**src/rtl/point4_pkg.sv**
```systemverilog
// Shared constants and index helpers for the 4-point FFT front end.
package point4_pkg;

    localparam int SAMPLE_W  = 8;
    localparam int FRAME_LEN = 4;
    localparam int IDX_W     = 2;

    function automatic logic [IDX_W-1:0] bit_rev(input logic [IDX_W-1:0] idx);
        logic [IDX_W-1:0] res;
        res = '0;
        for (int i = 0; i < IDX_W; i++) begin
            res[i] = idx[IDX_W-1-i];
        end
        return res;
    endfunction

endpackage

```
**src/rtl/point4_sample_bank.sv**
```systemverilog
// One frame's worth of sample registers, written one entry at a time.
module point4_sample_bank
    import point4_pkg::*;
#(
    parameter int N = SAMPLE_W
) (
    input  logic                          clk,
    input  logic                          rst_n,
    input  logic                          we,
    input  logic [IDX_W-1:0]              widx,
    input  logic [N-1:0]                  wdata,
    output logic [FRAME_LEN-1:0][N-1:0]   entries
);

    always_ff @(posedge clk or negedge rst_n) begin
        if (!rst_n) begin
            entries <= '0;
        end else if (we) begin
            entries[widx] <= wdata;
        end
    end

endmodule

```
**src/rtl/point4_sample_framer.sv**
```systemverilog
// Serial-to-frame ping-pong buffer feeding the 4-point FFT.
// Define POINT4_BITREV_EN to present frames in bit-reversed order.
module point4_sample_framer
    import point4_pkg::*;
#(
    parameter int N = SAMPLE_W
) (
    input  logic         clk,
    input  logic         rst_n,
    input  logic [N-1:0] s_data,
    input  logic         s_valid,
    output logic         s_ready,
    output logic [N-1:0] f_0,
    output logic [N-1:0] f_1,
    output logic [N-1:0] f_2,
    output logic [N-1:0] f_3,
    output logic         frame_valid,
    input  logic         frame_ready
);

    logic [1:0]                  bank_full;
    logic                        wr_bank;
    logic                        rd_bank;
    logic [IDX_W-1:0]            wr_idx;
    logic [FRAME_LEN-1:0][N-1:0] bank_q [2];
    logic [FRAME_LEN-1:0][N-1:0] rd_frame;
    logic [FRAME_LEN-1:0][N-1:0] out_frame;
    logic                        accept;
    logic                        consume;

    assign s_ready     = ~bank_full[wr_bank];
    assign frame_valid = bank_full[rd_bank];
    assign accept      = s_valid & s_ready;
    assign consume     = frame_valid & frame_ready;

    for (genvar b = 0; b < 2; b++) begin : g_bank
        point4_sample_bank #(.N(N)) u_bank (
            .clk     (clk),
            .rst_n   (rst_n),
            .we      (accept && (wr_bank == 1'(b))),
            .widx    (wr_idx),
            .wdata   (s_data),
            .entries (bank_q[b])
        );
    end

    // Fill and consume never hit the same bank, so both may update bank_full together.
    always_ff @(posedge clk or negedge rst_n) begin
        if (!rst_n) begin
            bank_full <= '0;
            wr_bank   <= 1'b0;
            rd_bank   <= 1'b0;
            wr_idx    <= '0;
        end else begin
            if (accept) begin
                wr_idx <= wr_idx + 1'b1;
                if (wr_idx == IDX_W'(FRAME_LEN - 1)) begin
                    bank_full[wr_bank] <= 1'b1;
                    wr_bank            <= ~wr_bank;
                end
            end
            if (consume) begin
                bank_full[rd_bank] <= 1'b0;
                rd_bank            <= ~rd_bank;
            end
        end
    end

    always_comb begin
        rd_frame  = bank_q[rd_bank];
        out_frame = '0;
        for (int k = 0; k < FRAME_LEN; k++) begin
`ifdef POINT4_BITREV_EN
            out_frame[k] = rd_frame[bit_rev(IDX_W'(k))];
`else
            out_frame[k] = rd_frame[k];
`endif
        end
    end

    assign f_0 = out_frame[0];
    assign f_1 = out_frame[1];
    assign f_2 = out_frame[2];
    assign f_3 = out_frame[3];

endmodule
```
**config.mk**
```make
export PLATFORM = sky130hd
export DESIGN_NAME = point4_sample_framer
export DESIGN_NICKNAME = d
export VERILOG_FILES = /design/src/rtl/point4_pkg.sv /design/src/rtl/point4_sample_bank.sv /design/src/rtl/point4_sample_framer.sv
export SDC_FILE = /design/constraint.sdc
export NUM_CORES = 1
export LEC_CHECK = 0
export BUFFER_PORTS_ARGS = -buffer_cell sky130_fd_sc_hd__buf_2
export CAP_MARGIN = 30
export CELL_PAD_IN_SITES_DETAIL_PLACEMENT = 1
export CELL_PAD_IN_SITES_GLOBAL_PLACEMENT = 1
export CORE_UTILIZATION = 51
export CTS_BUF_LIST = sky130_fd_sc_hd__clkbuf_16
export CTS_CLUSTER_DIAMETER = 120
export CTS_CLUSTER_SIZE = 24
export DETAILED_ROUTE_END_ITERATION = 6
export GPL_TIMING_DRIVEN = 0
export PLACE_DENSITY = 0.91
export SLEW_MARGIN = 20
export SYNTH_ARGS = -nofsm -noshare
export SYNTH_HDL_FRONTEND = slang
export SYNTH_SLANG_ARGS = --single-unit
```
**constraint.sdc**
```tcl
create_clock -name clk -period 3.5 [get_ports clk]
set_clock_uncertainty 0.1 [all_clocks]
set_input_delay 0.525 -clock clk [delete_from_list [all_inputs] [get_ports clk]]
set_output_delay 0.525 -clock clk [all_outputs]
set_load 0.01 [all_outputs]
```
# After elaboration in Yosys (flattened, before gate mapping)
# Cells that the tools add are included.
op_classes:
  n_addsub: 1
  order_cmp: 7
  eq_ne: 1
  muxes: 18
  n_bitwise: 9
  reduce_logical: 6
ops:
  columns: ["cell", "n"]
  rows:
  - ["$mux W32", 3]
  - ["$bwmux W32", 2]
  - ["$demux W8 S2", 1]
  - ["$mux W8", 1]
  - ["$mux W1", 6]
  - ["$mux W2", 3]
  - ["$logic_and A1 B1 Y1", 5]
  - ["$lt A1 B2 Y1 const B", 2]
  - ["$lt A2 B3 Y1 const B", 1]
  - ["$not A1 Y1", 3]
  - ["$add A2 B1 Y2 const B", 1]
  - ["$and A1 B1 Y1", 2]
  - ["$and A2 B2 Y2", 1]
  - ["$demux W1 S1", 2]
  - ["$eq A2 B2 Y1 const B", 1]
  - ["$ge A1 B1 Y1 const B", 2]
  - ["$ge A2 B1 Y1 const B", 1]
  - ["$ge A2 B2 Y1 const B", 1]
  - ["$not A1 Y2", 1]
  - ["$not A2 Y2", 1]
  - ["$or A2 B2 Y2", 1]
  - ["$reduce_and A2 Y1", 1]
totals:
  ff_bits: 70
  input_bits: 12
  out_inout_bits: 34
  word_cells: 54

# Logic depth before layout (Yosys ltp)
# Gate-level depths: netlist (run 1).
logic_depth:
  word_depth: 9
  mapped_depth: 5
  mapped_depth_nobuf: 5

# By module
# From an unflattened synthesis (run 1), not the netlist that was laid out.
unflattened:
  cells_unflattened: 197
  hier_area_um2: 3091.7
by_module_without_submodules:
  columns: ["mod", "n_inst", "cells_each", "area_each_um2", "seq_area_each_um2"]
  rows:
  - ["point4_sample_bank", 2, 68, 1212.4, 800.8]
  - ["point4_sample_framer", 1, 61, 666.9, 150.1]

# Worst setup path before layout (run 1)
# No wires, ideal clock.
synth_path:
  kind: "register -> output"
  from: "register rd_bank"
  to: "output f_0[0]"
  arrival_ps: 1058
  required_time_ps: 2875
  path_slack_ps: 1817
  stages_incl_launch_ff: 4
  n_path_buf: 2
  cell_sequence: "dfrtp_1 -> buf_2 -> buf_2 -> mux2_2"
synth_via:
  elab_chain_len: 4
synth_lines:
  columns: ["item", "line", "text"]
  rows:
  - ["start: declaration", "point4_sample_framer.sv:23", "logic rd_bank;"]
  - ["start signal: assignment", "point4_sample_framer.sv:64", "rd_bank <= ~rd_bank;"]
  - ["$not A1 Y2 (not written as such)", "point4_sample_framer.sv:70", "rd_frame = bank_q[rd_bank];"]
  - ["$mux W32 (not written as such) (3 in a row)", "point4_sample_framer.sv:70", null]
  - ["end: declaration", "point4_sample_framer.sv:13", "output logic [N-1:0] f_0,"]
# No other way between the ends. The select of a mux whose other input is x is not followed.

# Worst setup path in the final report (run 1)
layout_path:
  from: "register rd_bank"
  to: "output f_0[3]"
# The elaborated chain is that of the path after synthesis.

==> flow_metrics.env, run 1 <==
export IMPL_outcome="finished, final reports clean"
export IMPL_coreArea_mm2=0.00603
export IMPL_num_io_pins=46
export IMPL_io_buffers=44
export IMPL_post_cts_buffers=0
export IMPL_async_flop_share_pct=100
export IMPL_fin_crit_ns=2.37
export IMPL_cp_data_required_time_ns=2.87
export IMPL_swShare_pct=33.6
export IMPL_total_power_mw=4.16
export IMPL_dp_hpwl_um=4610
export IMPL_syn_num_nets=223
export IMPL_power_leakage_nw=1.79
export IMPL_maxCapViolCount=0
export IMPL_first_global_vias=2217
export IMPL_grtUsageTotal_pct=26.5
export IMPL_grt_met2_usage_pct=44.9
export IMPL_cellPowerDensity_mw_per_mm2=1070
export IMPL_final_util_pct=64.5
export IMPL_die_y_um=81.5
export IMPL_syn_cell_area_mm2=0.00323
export IMPL_fmax_mhz=421
export IMPL_setup_ws_ns=1.13
export IMPL_final_period_utilization_pct=67.8
export IMPL_dr_pass1_iters=4
export IMPL_grt_setup_unrepaired="no"
export IMPL_clk_pin_slew_ns=0.06
export IMPL_pwr_share_clk_pct=23.2
export IMPL_reg2reg_depth=5
export IMPL_min_path_type="input pin to asynchronous set/reset pin"
export IMPL_slew_headroom_pct=57.9
export IMPL_grt_busiest_layer="met2"
export IMPL_synth_area_top_cells="dfrtp_1 54%, mux2_2 31%, mux2_4 2.8%"
export IMPL_ctsRootBufferMaster="clkbuf_16"
export IMPL_max_stage_delay_ns=0.39
export IMPL_cts_resized=0
export IMPL_cts_tree="built"
export IMPL_clock_sinks=70
export IMPL_cp_data_arrival_time_ns=1.75
export IMPL_grt_util_met1_pct=32.8
export IMPL_finalMaxSlewViolations=0
export IMPL_drt_total_wl_um=7660
export IMPL_rr_endpoint="g_bank[0].u_bank.entries[7]"
export IMPL_hold_viol_final=0
export IMPL_ir_drop_v=0.000505
export IMPL_worstReg2RegStart="wr_idx[0]"
export IMPL_grt_use_met3_pct=5.89
export IMPL_netlist_instances=207
export IMPL_synth_main_ff_cell="dfrtp_1"
export IMPL_worstSetupStartpointType="register"
export IMPL_gp_congestion=0.718
export IMPL_path_cells="buf_2 -> buf_2 -> mux2_2 -> buf_2"
export IMPL_yosysTopAreaCell="dfrtp_1"
export IMPL_fillers=571
export IMPL_syn_to_final_growth_pct=20.4
export IMPL_synth_avg_cell_area_um2=15.6
export IMPL_postPlaceCellArea_mm2=0.00357
export IMPL_grt_remaining_overflow=0
export IMPL_ys_warn_count=0
export IMPL_power_switching_mw=1.40
export IMPL_rrSetupSlack_ns=1.57
export IMPL_synth_most_common_cell="mux2_2"
export IMPL_pre_cts_ws_ns=1.47
export IMPL_antenna_found_initial=0
export IMPL_clockBufferDepth=2
export IMPL_h_tree_depth=3
export IMPL_ys_top_cells_by_count="89 x mux2_2, 70 x dfrtp_1, 6 x mux2_4, 5 x buf_2"
export IMPL_drt_iter0_markers=66
export IMPL_synth_edff_count=0
export IMPL_power_internal_mw=2.76
export IMPL_ys_ff_latch=70
export IMPL_setup_worst_path_class="register to output pin"
export IMPL_combPwrFrac_pct=42.0
export IMPL_synthDistinctLibCells=22
export IMPL_initial_utilization_pct=53.6
export IMPL_std_cell_rows=28
export IMPL_synth_top_cell_area_share_pct=54.3
export IMPL_critPathMaxFanout=10
export IMPL_die_w_um=81.5
export IMPL_vias=1941
export IMPL_final_setup_viol_count=0
export IMPL_antenna_cells=0
export IMPL_setup_worst_path_end_class="output pin"
export IMPL_crit_slowest_cell="mux2_2"
export IMPL_seq_power_share_pct=34.8
export IMPL_cts_hold_buf=0
export IMPL_grt_start_max_net_pins=49
export IMPL_die_area_mm2=0.00665
export IMPL_cts_inserted_buffers=9
export IMPL_clock_latency_ns=0.33
export IMPL_synth_seq_area_share_pct=54.3
export IMPL_drc=0
export IMPL_antenna_left=0
export IMPL_drive_above_1_share_pct=63.8
export IMPL_viasPerCell=5.66
export IMPL_cpMostUsedCell="buf_2"
export IMPL_tightest_slew_ns=0.630
export IMPL_fin_nets=279
export IMPL_finalSetupTns_ns=0
export IMPL_wl_per_cell_um=22.3
export IMPL_grt_pass1_wl_um=12300
export IMPL_stdcell_area_mm2=0.00388
==> cell families (layout without fill, tap and decap cells) <==
group | count (synthesis) | after routing | share of synthesized area [%]
compound gates | 4 | 4 | 0.737
xor+xnor | 1 | 1 | 0.271
fa+ha+maj | 4 | 4 | 1.55
buf+inv | 10 | 71 | 2.05
flops | 70 | 70 | 54.3
mux | 99 | 99 | 35.2
simple gates | 19 | 19 | 5.89
==> registers in the layout, indices dropped and copies added, names as in the netlist <==
signal                 count
wr_bank                    1
rd_bank                    1
wr_idx                     2
bank_full                  2
g_bank.u_bank.entries     64
==> power by group through the flow <==
stage | logic [mW] | registers [mW] | clock network, mW
finish | 1.75 | 1.45 | 0.967
global placement | 1.66 | 1.40 | 0
detailed placement | 1.72 | 1.44 | 0
global route | 1.89 | 1.49 | 1.01
CTS | 1.77 | 1.45 | 0.981
floorplan | 1.24 | 1.36 | 0
==> final cells by class <==
cell class                 instances  area, µm²  area share (%)
sequential                        70       1750            45.1
multi-input combinational        127       1410            36.3
timing repair buffer              45        250            6.44
clock buffer                       9        225            5.80
tap                               75       93.8            2.42
clock inverter                     7       88.8            2.29
buffer                             8       58.8            1.51
inverter                           2       7.51           0.193
==> placed cells by master, fill, tap and decap left out <==
| cell type | n |
|---|---|
| xnor2_1 | 1 |
| nor3_4 | 4 |
| dfrtp_1 | 70 |
| nand2_2 | 1 |
| a21o_1 | 1 |
| a31oi_1 | 1 |
| buf_4 | 1 |
| clkbuf_16 | 9 |
| inv_1 | 2 |
| nand3_4 | 4 |
| buf_6 | 3 |
| clkinvlp_4 | 1 |
| clkinv_4 | 1 |
| bufinv_16 | 2 |
| mux2_2 | 89 |
| nand2b_1 | 2 |
| mux2_4 | 6 |
| buf_16 | 1 |
| a21oi_1 | 1 |
| o21ai_0 | 1 |
| nor2_1 | 2 |
| clkinv_1 | 2 |
| mux2_1 | 3 |
| clkinv_2 | 1 |
| and2b_1 | 1 |
| ha_1 | 4 |
| buf_2 | 48 |
| mux2i_1 | 1 |
| nand2_1 | 4 |
| and3_1 | 1 |
==> worst max-delay path: cells and delay by family (launching register included) <==
kind | cells | cell delay, ns
buffers and inverters | 3 | 0.72
flip-flops | 1 | 0.31
multiplexers | 1 | 0.39
==> stage by stage <==
stage                     instances  hold WS [ns]
after floorplan                 207         0.129
after global placement          326         0.368
after detailed placement        327         0.349
after CTS                       343      0.000903
after global routing            343       0.00989
final                           343       0.00184
==> worst max-delay path by stage <==
| stage | start | to | slack (ns) | cells after the start |
|---|---|---|---|---|
| after floorplan | rd_bank | f_0[0] | 1.82 | 3 |
| after global placement | rst_n | g_bank[1].u_bank.entries[20] | 1.46 | 1 |
| after detailed placement | rd_bank | f_0[0] | 1.47 | 4 |
| after CTS | rd_bank | f_2[1] | 1.11 | 4 |
| after global routing | rd_bank | f_3[4] | 1.05 | 4 |
| final | rd_bank | f_0[3] | 1.13 | 4 |
==> routing by layer <==
metal  part of all wire, %  up-vias
met2                    51       43
met1                    43     1023
met5                     0        -
met3                   3.5       12
li1                      -      863
met4                   2.0        0
No activity file was read; power rests on OpenSTA's default activity.
==> run 2, diff against run 1 <==
--- a/config.mk
+++ b/config.mk
@@ -9,13 +9,13 @@
 export CAP_MARGIN = 30
 export CELL_PAD_IN_SITES_DETAIL_PLACEMENT = 1
 export CELL_PAD_IN_SITES_GLOBAL_PLACEMENT = 1
-export CORE_UTILIZATION = 51
+export CORE_UTILIZATION = 47
 export CTS_BUF_LIST = sky130_fd_sc_hd__clkbuf_16
 export CTS_CLUSTER_DIAMETER = 120
 export CTS_CLUSTER_SIZE = 24
 export DETAILED_ROUTE_END_ITERATION = 6
 export GPL_TIMING_DRIVEN = 0
-export PLACE_DENSITY = 0.91
+export PLACE_DENSITY = 0.86
 export SLEW_MARGIN = 20
 export SYNTH_ARGS = -nofsm -noshare
 export SYNTH_HDL_FRONTEND = slang
==> constraint.sdc (replaced) <==
create_clock -name clk -period 2.45 [get_ports clk]
set_clock_uncertainty 0.1 [all_clocks]
set_input_delay 0.3675 -clock clk [delete_from_list [all_inputs] [get_ports clk]]
set_output_delay 0.3675 -clock clk [all_outputs]
set_load 0.01 [all_outputs]
==> run 2 against run 1 <==
Against the previous run: wire length down 2.2%; sequential power is 41% higher; flip-flop and latch count is the same; final cell count is 0.87% higher; combinational power up 42%; largest cell class unchanged; worst hold slack better by 0.22 ns; total power grew 42%.
==> flow_metrics.env, run 2 (synthesis results as in run 1) <==
export IMPL_outcome="finished, final reports clean"
export IMPL_cts_inserted_buffers=9
export IMPL_die_w_um=84.9
export IMPL_std_cell_rows=29
export IMPL_timing_hold_ws_ns=0.221
export IMPL_fin_nets=280
export IMPL_num_io_pins=46
export IMPL_clk_pin_slew_ns=0.06
export IMPL_grtUsageTotal_pct=23.3
export IMPL_maxCapViolCount=0
export IMPL_dp_hpwl_um=4550
export IMPL_min_path_type="input pin to register"
export IMPL_viasPerCell=5.47
export IMPL_io_buffers=44
export IMPL_cpMostUsedCell="buf_2"
export IMPL_rrSetupSlack_ns=0.42
export IMPL_die_area_mm2=0.00720
export IMPL_power_leakage_nw=1.80
export IMPL_h_tree_depth=3
export IMPL_drc=0
export IMPL_cts_tree="built"
export IMPL_worstReg2RegStart="wr_idx[0]"
export IMPL_wl_per_cell_um=21.6
export IMPL_syn_to_final_growth_pct=20.8
export IMPL_min_path_cells=3
export IMPL_crit_slowest_cell="mux2_2"
export IMPL_rr_endpoint="g_bank[0].u_bank.entries[5]"
export IMPL_cp_data_arrival_time_ns=1.75
export IMPL_startpoint="rd_bank"
export IMPL_initial_utilization_pct=49.7
export IMPL_first_global_vias=2097
export IMPL_layout_commonest_cell="mux2_2"
export IMPL_clock_sinks=70
export IMPL_grt_setup_unrepaired="no"
export IMPL_antenna_cells=0
export IMPL_vias=1891
export IMPL_critPathMaxFanout=10
export IMPL_drt_total_wl_um=7490
export IMPL_die_y_um=84.9
export IMPL_cts_resized=0
export IMPL_reg_largest_list="g_bank.u_bank.entries: 64 flops, bank_full: 2 flops, wr_idx: 2 flops"
export IMPL_cellPowerDensity_mw_per_mm2=1520
export IMPL_final_cell_mix="89 x mux2_2, 70 x dfrtp_1, 48 x buf_2, 9 x clkbuf_16, 6 x mux2_4"
export IMPL_largest_reg_flops=64
export IMPL_setup_worst_path_end_class="output pin"
export IMPL_ir_drop_v=0.000807
export IMPL_fin_crit_ns=2.22
export IMPL_drive_above_1_share_pct=63.9
export IMPL_worstSetupStartpointType="register"
export IMPL_largest_register="g_bank.u_bank.entries"
export IMPL_grt_start_max_net_pins=48
export IMPL_fmax_mhz=451
export IMPL_drt_iter0_markers=93
export IMPL_coreArea_mm2=0.00649
export IMPL_tightest_slew_ns=0.638
export IMPL_max_stage_delay_ns=0.39
export IMPL_setup_worst_path_class="register to output pin"
export IMPL_final_setup_viol_count=0
export IMPL_antenna_found_initial=0
export IMPL_final_util_pct=60.0
export IMPL_grt_pass1_wl_um=12100
export IMPL_total_power_mw=5.93
export IMPL_endpoint="f_0[6]"
export IMPL_clockBufferDepth=2
export IMPL_finalSetupTns_ns=0
export IMPL_clock_latency_ns=0.33
export IMPL_ctsRootBufferMaster="clkbuf_16"
export IMPL_reg2reg_depth=5
export IMPL_antenna_left=0
export IMPL_slew_headroom_pct=57.3
export IMPL_gp_congestion=0.717
export IMPL_cp_data_required_time_ns=1.98
export IMPL_fillers=613
export IMPL_finalMaxSlewViolations=0
export IMPL_final_period_utilization_pct=90.5
export IMPL_path_cells="buf_2 -> buf_2 -> mux2_2 -> buf_2"
export IMPL_grt_remaining_overflow=0
export IMPL_dr_pass1_iters=6
export IMPL_hold_viol_final=0
run 2: cell count changes in the layout (fill, tap and decap cells not counted):
cell	previous run	this run
clkinv_1	2	0
inv_1	2	3
dlygate4sd3_1	0	1
clkinv_2	1	2
run 2: worst min-delay path by stage:
stage	end	start	slack [ns]
global placement	g_bank[1].u_bank.entries[5]	g_bank[1].u_bank.entries[5]	0.37
CTS	rd_bank	frame_ready	0.21
finish	rd_bank	frame_ready	0.22
global route	rd_bank	frame_ready	0.26
detailed placement	rd_bank	rst_n	0.19
floorplan	bank_full[0]	rst_n	-0.03
run 2: power by group:
| part | switching, mW | total, mW | internal [mW] |
|---|---|---|---|
| logic | 1.16 | 2.49 | 1.33 |
| clock network | 0.497 | 1.38 | 0.885 |
| registers | 0.316 | 2.05 | 1.74 |
run 2: what timing repair did:
action	CTS	global route
setup buffers	0	0
hold endpoints to repair	23	0
hold buffers	1	0
run 2: cell type report:
type | count | area [µm²] | area share, %
Buffer | 8 | 58.8 | 1.51
Clock buffer | 9 | 225 | 5.78
Clock inverter | 7 | 90.1 | 2.31
Inverter | 2 | 7.51 | 0.193
Multi-Input combinational cell | 127 | 1410 | 36.1
Sequential cell | 70 | 1750 | 44.9
Tap cell | 77 | 96.3 | 2.47
Timing Repair Buffer | 46 | 260 | 6.68
run 2: routing by layer:
metal | GRT usage (%) | vias up | part of all wire, %
met2 | 38.1 | 36 | 50
li1 | - | 860 | -
met5 | 0 | - | 0
met1 | 30.5 | 982 | 45
met3 | 4.09 | 13 | 2.4
met4 | 10.9 | 0 | 2.2
run 2: worst max-delay path: cells and delay by family (launching register included):
family / cells / cell delay (ns)
mux: 1 / 0.39
flops: 1 / 0.32
buf+inv: 3 / 0.70
run 2: stage by stage:
stage	instance area (µm²)	instances	setup slack (ns)
after global placement	3540	328	0.516
after global routing	3900	346	0.152
after floorplan	3230	207	0.822
after detailed placement	3570	329	0.471
final	3900	346	0.234
after CTS	3900	346	0.213
==> run 3, diff against run 2 <==
==> constraint.sdc (replaced) <==
create_clock -name clk -period 2.45 [get_ports clk]
set_clock_uncertainty 0.1 [all_clocks]
set_input_delay 0.6125 -clock clk [delete_from_list [all_inputs] [get_ports clk]]
set_output_delay 0.6125 -clock clk [all_outputs]
set_load 0.01 [all_outputs]
==> run 3 against run 2 <==
Against the previous run: largest power group unchanged; critical endpoint is now f_3[1]; fmax down 6.9%; non-clock buffer count down 1; die area unchanged.
==> flow_metrics.env, run 3 (synthesis results as in run 1) <==
export IMPL_syn_to_final_growth_pct=20.7
export IMPL_wl_per_cell_um=21.7
export IMPL_tightest_slew_ns=0.645
export IMPL_post_cts_buffers=0
export IMPL_worstSetupStartpointType="register"
export IMPL_grt_setup_unrepaired="no"
export IMPL_slew_headroom_pct=56.8
export IMPL_cp_data_arrival_time_ns=1.67
export IMPL_setup_worst_path_class="register to output pin"
export IMPL_drt_iter0_markers=92
export IMPL_rr_endpoint="g_bank[0].u_bank.entries[5]"
export IMPL_clk_pin_slew_ns=0.06
export IMPL_antenna_cells=0
export IMPL_worstReg2RegStart="wr_idx[0]"
export IMPL_cellPowerDensity_mw_per_mm2=1520
export IMPL_final_cell_mix="89 x mux2_2, 70 x dfrtp_1, 45 x buf_2, 9 x clkbuf_16, 6 x mux2_4"
export IMPL_power_internal_mw=3.96
export IMPL_grt_use_met3_pct=4.09
export IMPL_grt_remaining_overflow=0
export IMPL_power_switching_mw=1.98
export IMPL_combPwrFrac_pct=42.2
export IMPL_reg_largest_list="g_bank.u_bank.entries: 64 flops, bank_full: 2 flops, wr_idx: 2 flops"
export IMPL_cts_inserted_buffers=9
export IMPL_gp_congestion=0.717
export IMPL_final_setup_viol_count=0
export IMPL_seq_power_share_pct=34.6
export IMPL_setup_ws_ns=0.0706
export IMPL_ctsRootBufferMaster="clkbuf_16"
export IMPL_grt_met2_usage_pct=38.1
export IMPL_ir_drop_v=0.000807
export IMPL_h_tree_depth=3
export IMPL_cp_data_required_time_ns=1.74
export IMPL_total_power_mw=5.94
export IMPL_finalMaxSlewViolations=0
export IMPL_die_area_mm2=0.00720
export IMPL_num_io_pins=46
export IMPL_grt_busiest_layer="met2"
export IMPL_finalSetupTns_ns=0
export IMPL_fillers=612
export IMPL_drt_total_wl_um=7500
export IMPL_clockBufferDepth=2
export IMPL_antenna_found_initial=0
export IMPL_clock_sinks=70
export IMPL_drive_above_1_share_pct=64.2
export IMPL_endpoint="f_3[1]"
export IMPL_die_w_um=84.9
export IMPL_viasPerCell=5.49
export IMPL_rrSetupSlack_ns=0.42
export IMPL_grt_pass1_wl_um=12100
export IMPL_layout_commonest_cell="mux2_2"
export IMPL_hold_viol_final=0
export IMPL_first_global_vias=2097
export IMPL_antenna_left=0
export IMPL_clock_latency_ns=0.33
export IMPL_pre_cts_ws_ns=0.336
export IMPL_grt_util_met1_pct=30.5
export IMPL_swShare_pct=33.3
export IMPL_critPathMaxFanout=10
export IMPL_drc=0
export IMPL_largest_register="g_bank.u_bank.entries"
export IMPL_cts_tree="built"
export IMPL_initial_utilization_pct=49.7
export IMPL_final_period_utilization_pct=97.1
export IMPL_setup_worst_path_end_class="output pin"
export IMPL_startpoint="rd_bank"
export IMPL_vias=1894
export IMPL_std_cell_rows=29
export IMPL_die_y_um=84.9
export IMPL_timing_hold_ws_ns=0.0852
export IMPL_pwr_share_clk_pct=23.2
export IMPL_min_path_type="input pin to asynchronous set/reset pin"
export IMPL_largest_reg_flops=64
export IMPL_coreArea_mm2=0.00649
export IMPL_grtUsageTotal_pct=23.3
export IMPL_fin_nets=279
export IMPL_power_leakage_nw=1.80
export IMPL_final_util_pct=60.0
export IMPL_dp_hpwl_um=4550
export IMPL_dr_pass1_iters=6
export IMPL_maxCapViolCount=0
export IMPL_grt_start_max_net_pins=48
export IMPL_reg2reg_depth=5
export IMPL_outcome="finished, final reports clean"
export IMPL_io_buffers=44
export IMPL_fin_crit_ns=2.38
export IMPL_fmax_mhz=420
==> run 3: changes by cell type in the layout (fill, tap and decap cells not counted), sizes merged <==
cell         before  now
dlygate4sd3       1    0
==> run 3: final cells by class <==
cell class                      count  area [µm²]  area share, %
Buffer                              8        66.3           1.70
Tap cell                           77        96.3           2.47
Clock inverter                      7        90.1           2.31
Inverter                            2        7.51          0.193
Multi-Input combinational cell    127        1410           36.2
Sequential cell                    70        1750           45.0
Clock buffer                        9         225           5.78
Timing Repair Buffer               45         250           6.42
==> run 3: how the worst min path moves through the flow <==
stage	endpoint	slack, ns
after floorplan	bank_full[0]	0.22
after global placement	g_bank[1].u_bank.entries[5]	0.37
after detailed placement	g_bank[1].u_bank.entries[15]	0.39
after CTS	rd_bank	0.09
after global routing	g_bank[1].u_bank.entries[2]	0.10
final	bank_full[1]	0.09
==> run 3: power by group through the flow <==
stage | registers [mW] | logic [mW] | clock network, mW
floorplan | 1.94 | 1.77 | 0
global placement | 2.00 | 2.39 | 0
detailed placement | 2.05 | 2.47 | 0
CTS | 2.06 | 2.53 | 1.40
global route | 2.12 | 2.69 | 1.44
finish | 2.05 | 2.51 | 1.38
==> run 3: worst max-delay path, stage by stage (launching register included) <==
cell and delay [ns]:
dfrtp_1 0.32, buf_2 0.24, buf_4 0.27, mux2_2 0.37, buf_2 0.14
==> run 3: metal layers <==
| metal | share of wire (%) | vias up |
|---|---|---|
| li1 | - | 858 |
| met2 | 50 | 44 |
| met5 | 0 | - |
| met4 | 2.2 | 0 |
| met3 | 2.9 | 13 |
| met1 | 44 | 979 |
==> run 3: timing repair <==
action	4_1_cts	5_1_grt
gates cloned	0	0
hold endpoints to repair	0	0
hold buffers	0	0
endpoints found under the setup margin	28	28
resized for setup	0	6
==> run 3: per-stage QoR <==
step / instances / instance area [µm²]
final: 345 / 3900
after global routing: 345 / 3900
after CTS: 345 / 3890
after detailed placement: 329 / 3570
after global placement: 328 / 3540
after floorplan: 207 / 3230
